[src/rtl/uart_rx_frame.sv]
`timescale 1ns/1ps
// uart_rx_frame
//   Oversampled UART frame receiver with a valid/ready output hold register.
//   Each line bit is sampled once, at its centre. The start bit is checked
//   half a bit after the falling edge, and later bits are sampled at full-bit
//   spacing from that point. The receiver returns to IDLE at the centre of
//   the last stop bit, so back-to-back frames need no idle bits between them.
//
//   Optional feature: define UART_RX_PARITY_EN to expect one parity bit
//   between the data and stop bits. Without it, parity_err is tied to 0 and
//   parity_odd is ignored.
//
// Ports
//   baud_clk    in   oversampling clock; all logic uses its rising edge
//   reset_n     in   asynchronous active-low reset
//   data_tx     in   serial line; idles high and sends LSB first. It must
//                    already be synchronous to baud_clk.
//   parity_odd  in   1 = odd parity, 0 = even parity
//   rx_ready    in   consumer accepts the held frame
//   rx_data     out  received payload
//   rx_valid    out  rx_data and the error flags are valid
//   active_flag out  a frame is being received
//   frame_err   out  a stop bit was sampled low in the held frame
//   parity_err  out  parity mismatch in the held frame
//   overrun_err out  one-cycle pulse when a completed frame is dropped
//
// States
//   S_IDLE   | waiting for a low line level after the line was seen high
//   S_START  | waiting half a bit, then confirming the start bit is low
//   S_DATA   | sampling DATA_BITS payload bits, LSB first
//   S_PARITY | sampling the parity bit (UART_RX_PARITY_EN only)
//   S_STOP   | sampling STOP_BITS stop bits
module uart_rx_frame #(
  parameter int DATA_BITS  = 8,
  parameter int OVERSAMPLE = 16,
  parameter int STOP_BITS  = 1
) (
  input  logic                 baud_clk,
  input  logic                 reset_n,
  input  logic                 data_tx,
  input  logic                 parity_odd,
  input  logic                 rx_ready,
  output logic [DATA_BITS-1:0] rx_data,
  output logic                 rx_valid,
  output logic                 active_flag,
  output logic                 frame_err,
  output logic                 parity_err,
  output logic                 overrun_err
);

  localparam int TW = $clog2(OVERSAMPLE) + 1;
  localparam int BW = $clog2(DATA_BITS + 1);

  localparam logic [TW-1:0] HALF_M1 = TW'(OVERSAMPLE / 2 - 1);
  localparam logic [TW-1:0] FULL_M1 = TW'(OVERSAMPLE - 1);
  localparam logic [BW-1:0] BITS_M1 = BW'(DATA_BITS - 1);
  localparam logic          STOP_M1 = 1'(STOP_BITS - 1);

  typedef enum logic [2:0] {
    S_IDLE   = 3'd0,
    S_START  = 3'd1,
    S_DATA   = 3'd2,
`ifdef UART_RX_PARITY_EN
    S_PARITY = 3'd4,
`endif
    S_STOP   = 3'd3
  } state_t;

  state_t               state_q;
  logic [TW-1:0]        tick_q;
  logic [BW-1:0]        bit_q;
  logic                 stop_q;
  logic [DATA_BITS-1:0] shift_q;
  logic                 ferr_stage_q;
  logic                 done_q;
  logic                 arm_q;
  logic                 active_q;
  logic [DATA_BITS-1:0] rx_data_q;
  logic                 rx_valid_q;
  logic                 frame_err_q;
  logic                 overrun_q;
`ifdef UART_RX_PARITY_EN
  logic                 perr_stage_q;
  logic                 parity_err_q;
  logic                 perr_d;

  // The received parity bit must equal the XOR of the payload, inverted
  // when odd parity is selected.
  assign perr_d = data_tx ^ (^shift_q) ^ parity_odd;
`endif

  always_ff @(posedge baud_clk or negedge reset_n) begin
    if (!reset_n) begin
      state_q      <= S_IDLE;
      tick_q       <= '0;
      bit_q        <= '0;
      stop_q       <= 1'b0;
      shift_q      <= '0;
      ferr_stage_q <= 1'b0;
      done_q       <= 1'b0;
      arm_q        <= 1'b0;
      active_q     <= 1'b0;
      rx_data_q    <= '0;
      rx_valid_q   <= 1'b0;
      frame_err_q  <= 1'b0;
      overrun_q    <= 1'b0;
`ifdef UART_RX_PARITY_EN
      perr_stage_q <= 1'b0;
      parity_err_q <= 1'b0;
`endif
    end else begin
      done_q    <= 1'b0;
      overrun_q <= 1'b0;

      case (state_q)
        // arm_q makes sure a start is only taken after the line has been seen
        // high. A line still held low when reset is released, or after a bad
        // stop bit, is therefore not taken as a new frame.
        S_IDLE: begin
          if (data_tx) begin
            arm_q <= 1'b1;
          end else if (arm_q) begin
            state_q  <= S_START;
            tick_q   <= '0;
            active_q <= 1'b1;
            arm_q    <= 1'b0;
          end
        end

        S_START: begin
          if (tick_q == HALF_M1) begin
            tick_q <= '0;
            if (data_tx) begin
              state_q  <= S_IDLE;
              active_q <= 1'b0;
              arm_q    <= 1'b1;
            end else begin
              state_q <= S_DATA;
              bit_q   <= '0;
            end
          end else begin
            tick_q <= tick_q + TW'(1);
          end
        end

        S_DATA: begin
          if (tick_q == FULL_M1) begin
            tick_q  <= '0;
            shift_q <= {data_tx, shift_q[DATA_BITS-1:1]};
            if (bit_q == BITS_M1) begin
              bit_q        <= '0;
              stop_q       <= 1'b0;
              ferr_stage_q <= 1'b0;
`ifdef UART_RX_PARITY_EN
              state_q      <= S_PARITY;
`else
              state_q      <= S_STOP;
`endif
            end else begin
              bit_q <= bit_q + BW'(1);
            end
          end else begin
            tick_q <= tick_q + TW'(1);
          end
        end

`ifdef UART_RX_PARITY_EN
        S_PARITY: begin
          if (tick_q == FULL_M1) begin
            tick_q       <= '0;
            perr_stage_q <= perr_d;
            state_q      <= S_STOP;
          end else begin
            tick_q <= tick_q + TW'(1);
          end
        end
`endif

        S_STOP: begin
          if (tick_q == FULL_M1) begin
            tick_q       <= '0;
            ferr_stage_q <= ferr_stage_q | ~data_tx;
            if (stop_q == STOP_M1) begin
              // Leave at the stop-bit centre so that the next start edge can
              // follow immediately. done_q hands the frame to the output
              // stage on the next cycle.
              state_q  <= S_IDLE;
              stop_q   <= 1'b0;
              active_q <= 1'b0;
              done_q   <= 1'b1;
              arm_q    <= data_tx;
            end else begin
              stop_q <= 1'b1;
            end
          end else begin
            tick_q <= tick_q + TW'(1);
          end
        end

        default: begin
          state_q  <= S_IDLE;
          tick_q   <= '0;
          active_q <= 1'b0;
        end
      endcase

      // The output register accepts a new frame when it is empty or is being
      // read in this same cycle. Otherwise the new frame is dropped and the
      // held frame is kept.
      if (done_q) begin
        if (!rx_valid_q || rx_ready) begin
          rx_data_q    <= shift_q;
          rx_valid_q   <= 1'b1;
          frame_err_q  <= ferr_stage_q;
`ifdef UART_RX_PARITY_EN
          parity_err_q <= perr_stage_q;
`endif
        end else begin
          overrun_q <= 1'b1;
        end
      end else if (rx_valid_q && rx_ready) begin
        rx_valid_q   <= 1'b0;
        frame_err_q  <= 1'b0;
`ifdef UART_RX_PARITY_EN
        parity_err_q <= 1'b0;
`endif
      end
    end
  end

  assign rx_data     = rx_data_q;
  assign rx_valid    = rx_valid_q;
  assign active_flag = active_q;
  assign frame_err   = frame_err_q;
  assign overrun_err = overrun_q;
`ifdef UART_RX_PARITY_EN
  assign parity_err  = parity_err_q;
`else
  logic unused_parity_odd;
  assign unused_parity_odd = parity_odd;
  assign parity_err        = 1'b0;
`endif

endmodule

[config.mk]
export PLATFORM = sky130hd
export DESIGN_NAME = uart_rx_frame
export DESIGN_NICKNAME = d
export VERILOG_FILES = /design/src/rtl/uart_rx_frame.sv
export SDC_FILE = /design/constraint.sdc
export NUM_CORES = 1
export LEC_CHECK = 0
export ABC_AREA = 1
export CORE_AREA = 2 2 66 52
export CTS_BUF_LIST = sky130_fd_sc_hd__clkbuf_16
export DETAILED_ROUTE_END_ITERATION = 6
export DIE_AREA = 0 0 68 54
export PLACE_DENSITY = 0.72
export SLEW_MARGIN = 20
export SYNTH_ARGS = -nofsm -noshare
export SYNTH_HDL_FRONTEND = slang
export SYNTH_SLANG_ARGS = --single-unit
[constraint.sdc]
create_clock -name baud_clk -period 1.92 [get_ports baud_clk]
set_clock_uncertainty 0.15 [all_clocks]
set_input_delay 0.384 -clock baud_clk [delete_from_list [all_inputs] [get_ports baud_clk]]
set_output_delay 0.384 -clock baud_clk [all_outputs]
set_load 0.05 [all_outputs]
==> metrics.md <==
| Metric | Value |
|---|---|
| Status | finished, final reports clean |
| Final routed DRC violation total | 0 |
| R2r endpoint | state_q[0]$_DFFE_PN0P_ |
| Async set or reset register ratio after synthesis | 1.000 |
| Longest Clk Path Bufs | 2 |
| Detail-routed net length per standard cell | around 12 um |
| Share of synthesized area occupied by flip-flops and latches | 0.5367 |
| Initial Utilization | 0.5101 |
| Fraction of final layout cells with drive strength greater than 1 | 0.2090 |
| Final Max Tran Viols | 0 |
| Yosys cell types | 26 |
| Multi-input logic area | 606.8 um^2 |
| Largest net degree at the start of global routing | 35 |
| Final worst slack | around 0.32 ns |
| Die W | between 60 and 70 um |
| H-tree level count | 2 |
| HPWL reported at the end of detailed placement | between 2000 and 2500 um |
| CP Capture Type | flip-flop |
| Slack of the worst reg-to-reg path | ~0.32 ns |
| Worst voltage drop across the vdd grid | just under 0.8 mV |
| Top post-synthesis cells by area | dfrtp_1 54%, nand2_1 13%, inv_1 5.2% |
| Yosys warnings | 0 |
| Area of the core region | 0.003108 mm^2 |
| Final weighted congestion in routability-driven placement | 0.8250 |
| CTS Buf Count | 5 |
| Final net count | 208 |
| Mapped Cells | between 150 and 200 |
| Final worst path period need | between 1.5 and 2 ns |
| Synthesized area | 0.001585 mm^2 |
| Layout filler cell count | around 270 |
| Signed area change from the synthesized netlist to the final layout | 18.71% |
| Instance count along the most critical hold path | 2 |
| Clock Root Buffer | clkbuf_16 |
| Post-synth EDFFs | 0 |
| Maximum fanout count along the critical path | 6 |
| Total power divided by cell area | approximately 1200 mW/mm^2 |
| Global-route usage over all layers | 0.1837 |
| Lkg Pwr | about 0.96 nW |
| Global-route wire length before repair | between 4000 and 5000 um |
| Unrepaired setup endpoints after global routing | no |
| Worst Hold End | rx_valid$_DFFE_PN0P_ |
| Number of sinks handled by clock tree synthesis | 34 |
| Number of cells upsized or downsized after cts | 0 |
| Detailed-route via count | 1,216 |
| Startpoint of the worst-slack reg-to-reg timing path | tick_q[0]$_DFFE_PN0P_ |
| Length of the first detailed-routing pass in iterations | 4 |
| Register clock-pin slew on the reported worst setup and hold paths | 0.05 ns |
| Sequential cell area | 850.8 um^2 |
| Number of setup violations in the final report | 0 |
| Row count | 18 |
| Buffers on Ports | 15 |
| Worst Hold Class | reg -> reg |
| Insertion delay to the later sink of the worst-skew pair | approximately 0.27 ns |
| Area fraction of the dominant cell type after synthesis | 0.5367 |
| Antenna diodes | 0 |
| Clock tree from TritonCTS | built |
| Routed wire length | roughly 2900 um |
| Dpl ws | around 0.14 ns |
| Required time of the worst setup path | 1.93 ns |
| Seq cells post-synth | 34 |
| Final hold viol count | 0 |
| Maximum clock frequency | approximately 630 MHz |
| Top post-synthesis cells by count | 54 x nand2_1, 34 x dfrtp_1, 22 x inv_1 |
| Cell accounting for the most synthesized area | dfrtp_1 |
| Die area | ~0.0037 mm^2 |
| Dominant register cell in the synthesized netlist | dfrtp_1 |
| Final cycle utilization of the critical path | 0.8317 |
| Initial antenna violation count | 0 |
| Remaining global-route overflow | 0 |
| Number of max-cap violations | 0 |
| Via density per instance | roughly 5.0 |
| Per-instance average area after synthesis | around 9 um^2 |
| CP startpoint kind | flip-flop |
| DIE HEIGHT | about 54 um |
| FF-to-FF path depth | 9 |
| Hold_sp | done_q$_DFF_PN0_ |
| Initial detailed-routing violation count | 53 |
| Vias in the first global route | about 1,100 |
| Final ANT Viol Nets | 0 |
| Critical path data arrival time | 1.61 ns |
| Dominant cell by count in the synthesized netlist | nand2_1 |
| Cts-stage hold buffer count | 0 |
| Total nets after synthesis | roughly 190 |
| Summed negative setup slack over all endpoints | 0 ns |
| Number of top-level pins | 18 |
| Total setup buffers inserted after CTS | 0 |
| Type of the setup path with the least slack | reg -> reg |
per-layer routing:
| layer | up-vias | track usage | part of all wire |
|---|---|---|---|
| met2 | 25 | 0.2686 | 0.47 |
| met1 | 572 | 0.2407 | 0.47 |
| met5 | - | 0 | 0 |
| li1 | 612 | - | - |
| met3 | 7 | 0.05858 | 0.037 |
| met4 | 0 | 0.1033 | 0.021 |
worst max path at each step:
stage          cells past startpoint                     end                  start
2_1_floorplan                      3  rx_data[0]$_DFFE_PN0P_   rx_valid$_DFFE_PN0P_
3_3_place_gp                       7  state_q[1]$_DFFE_PN0P_                data_tx
3_5_place_dp                       7  state_q[1]$_DFFE_PN0P_                data_tx
4_1_cts                            9  state_q[0]$_DFFE_PN0P_  tick_q[0]$_DFFE_PN0P_
5_1_grt                            8    bit_q[0]$_DFFE_PN0P_  tick_q[0]$_DFFE_PN0P_
6_report                           9  state_q[0]$_DFFE_PN0P_  tick_q[0]$_DFFE_PN0P_
power breakdown:
group,switching [mW],internal [mW],total (mW)
clock network,0.282,0.472,0.754
logic,0.434,0.196,0.631
registers,0.103,0.819,0.921
layout by cell type, fill, tap and decap left out, types with 3 or more instances in the layout:
master and count:
nand2_1 54, dfrtp_1 34, inv_1 22, buf_4 14
o21ai_0 11, nor2_1 9, o21ai_2 8, nand3_1 6
nand2_2 5, nand4_1 5, clkbuf_16 5, inv_2 4
o21ai_1 4, ha_1 3, clkdlybuf4s50_1 3
area by class of cell:
class,count,share of cell area
tap,40,0.02660
clock inverter,3,0.008644
multi-input combinational,116,0.3225
inverter,26,0.05186
sequential,34,0.4521
timing repair buffer,17,0.07181
clock buffer,5,0.06649
logic make-up (layout without fill, tap and decap cells):
kind of cell	count (synthesis)	after routing	synth area share
flops	34	34	0.5367
compound gates	27	27	0.1089
simple gates	83	83	0.2352
xor+xnor	1	1	0.005526
other cells	1	1	0.002366
fa+ha+maj	3	3	0.02368
buf+inv	30	51	0.08050
mux	1	1	0.007103
worst max-delay path, cell delays in order, from the launching register on:
cell	delay (ns)
dfrtp_1	0.40
ha_1	0.25
nand2_2	0.12
inv_2	0.05
nand2_1	0.06
nand2_2	0.10
nand2_1	0.14
inv_2	0.07
nand3_1	0.09
nand2_1	0.06
registers in the layout (all words and copies together), names as in the netlist:
signal,count
rx_data,8
shift_q,8
tick_q,5
bit_q,4
state_q,2
active_flag,1
arm_q,1
done_q,1
ferr_stage_q,1
frame_err,1
overrun_err,1
rx_valid,1
per-stage QoR:
stage	total power [mW]	utilization	hold WS (ns)	instance area, um^2	instances
after CTS	2.330	0.6055	0.3305	1882	241
final	2.306	0.6055	0.3271	1882	241
after detailed placement	1.551	0.5600	0.3170	1740	233
after floorplan	1.400	-	-0.06159	1585	180
after global routing	2.463	0.6055	0.3462	1882	241
after global placement	1.521	0.5600	0.3104	1740	233
Power figures use the tool's default switching activity.
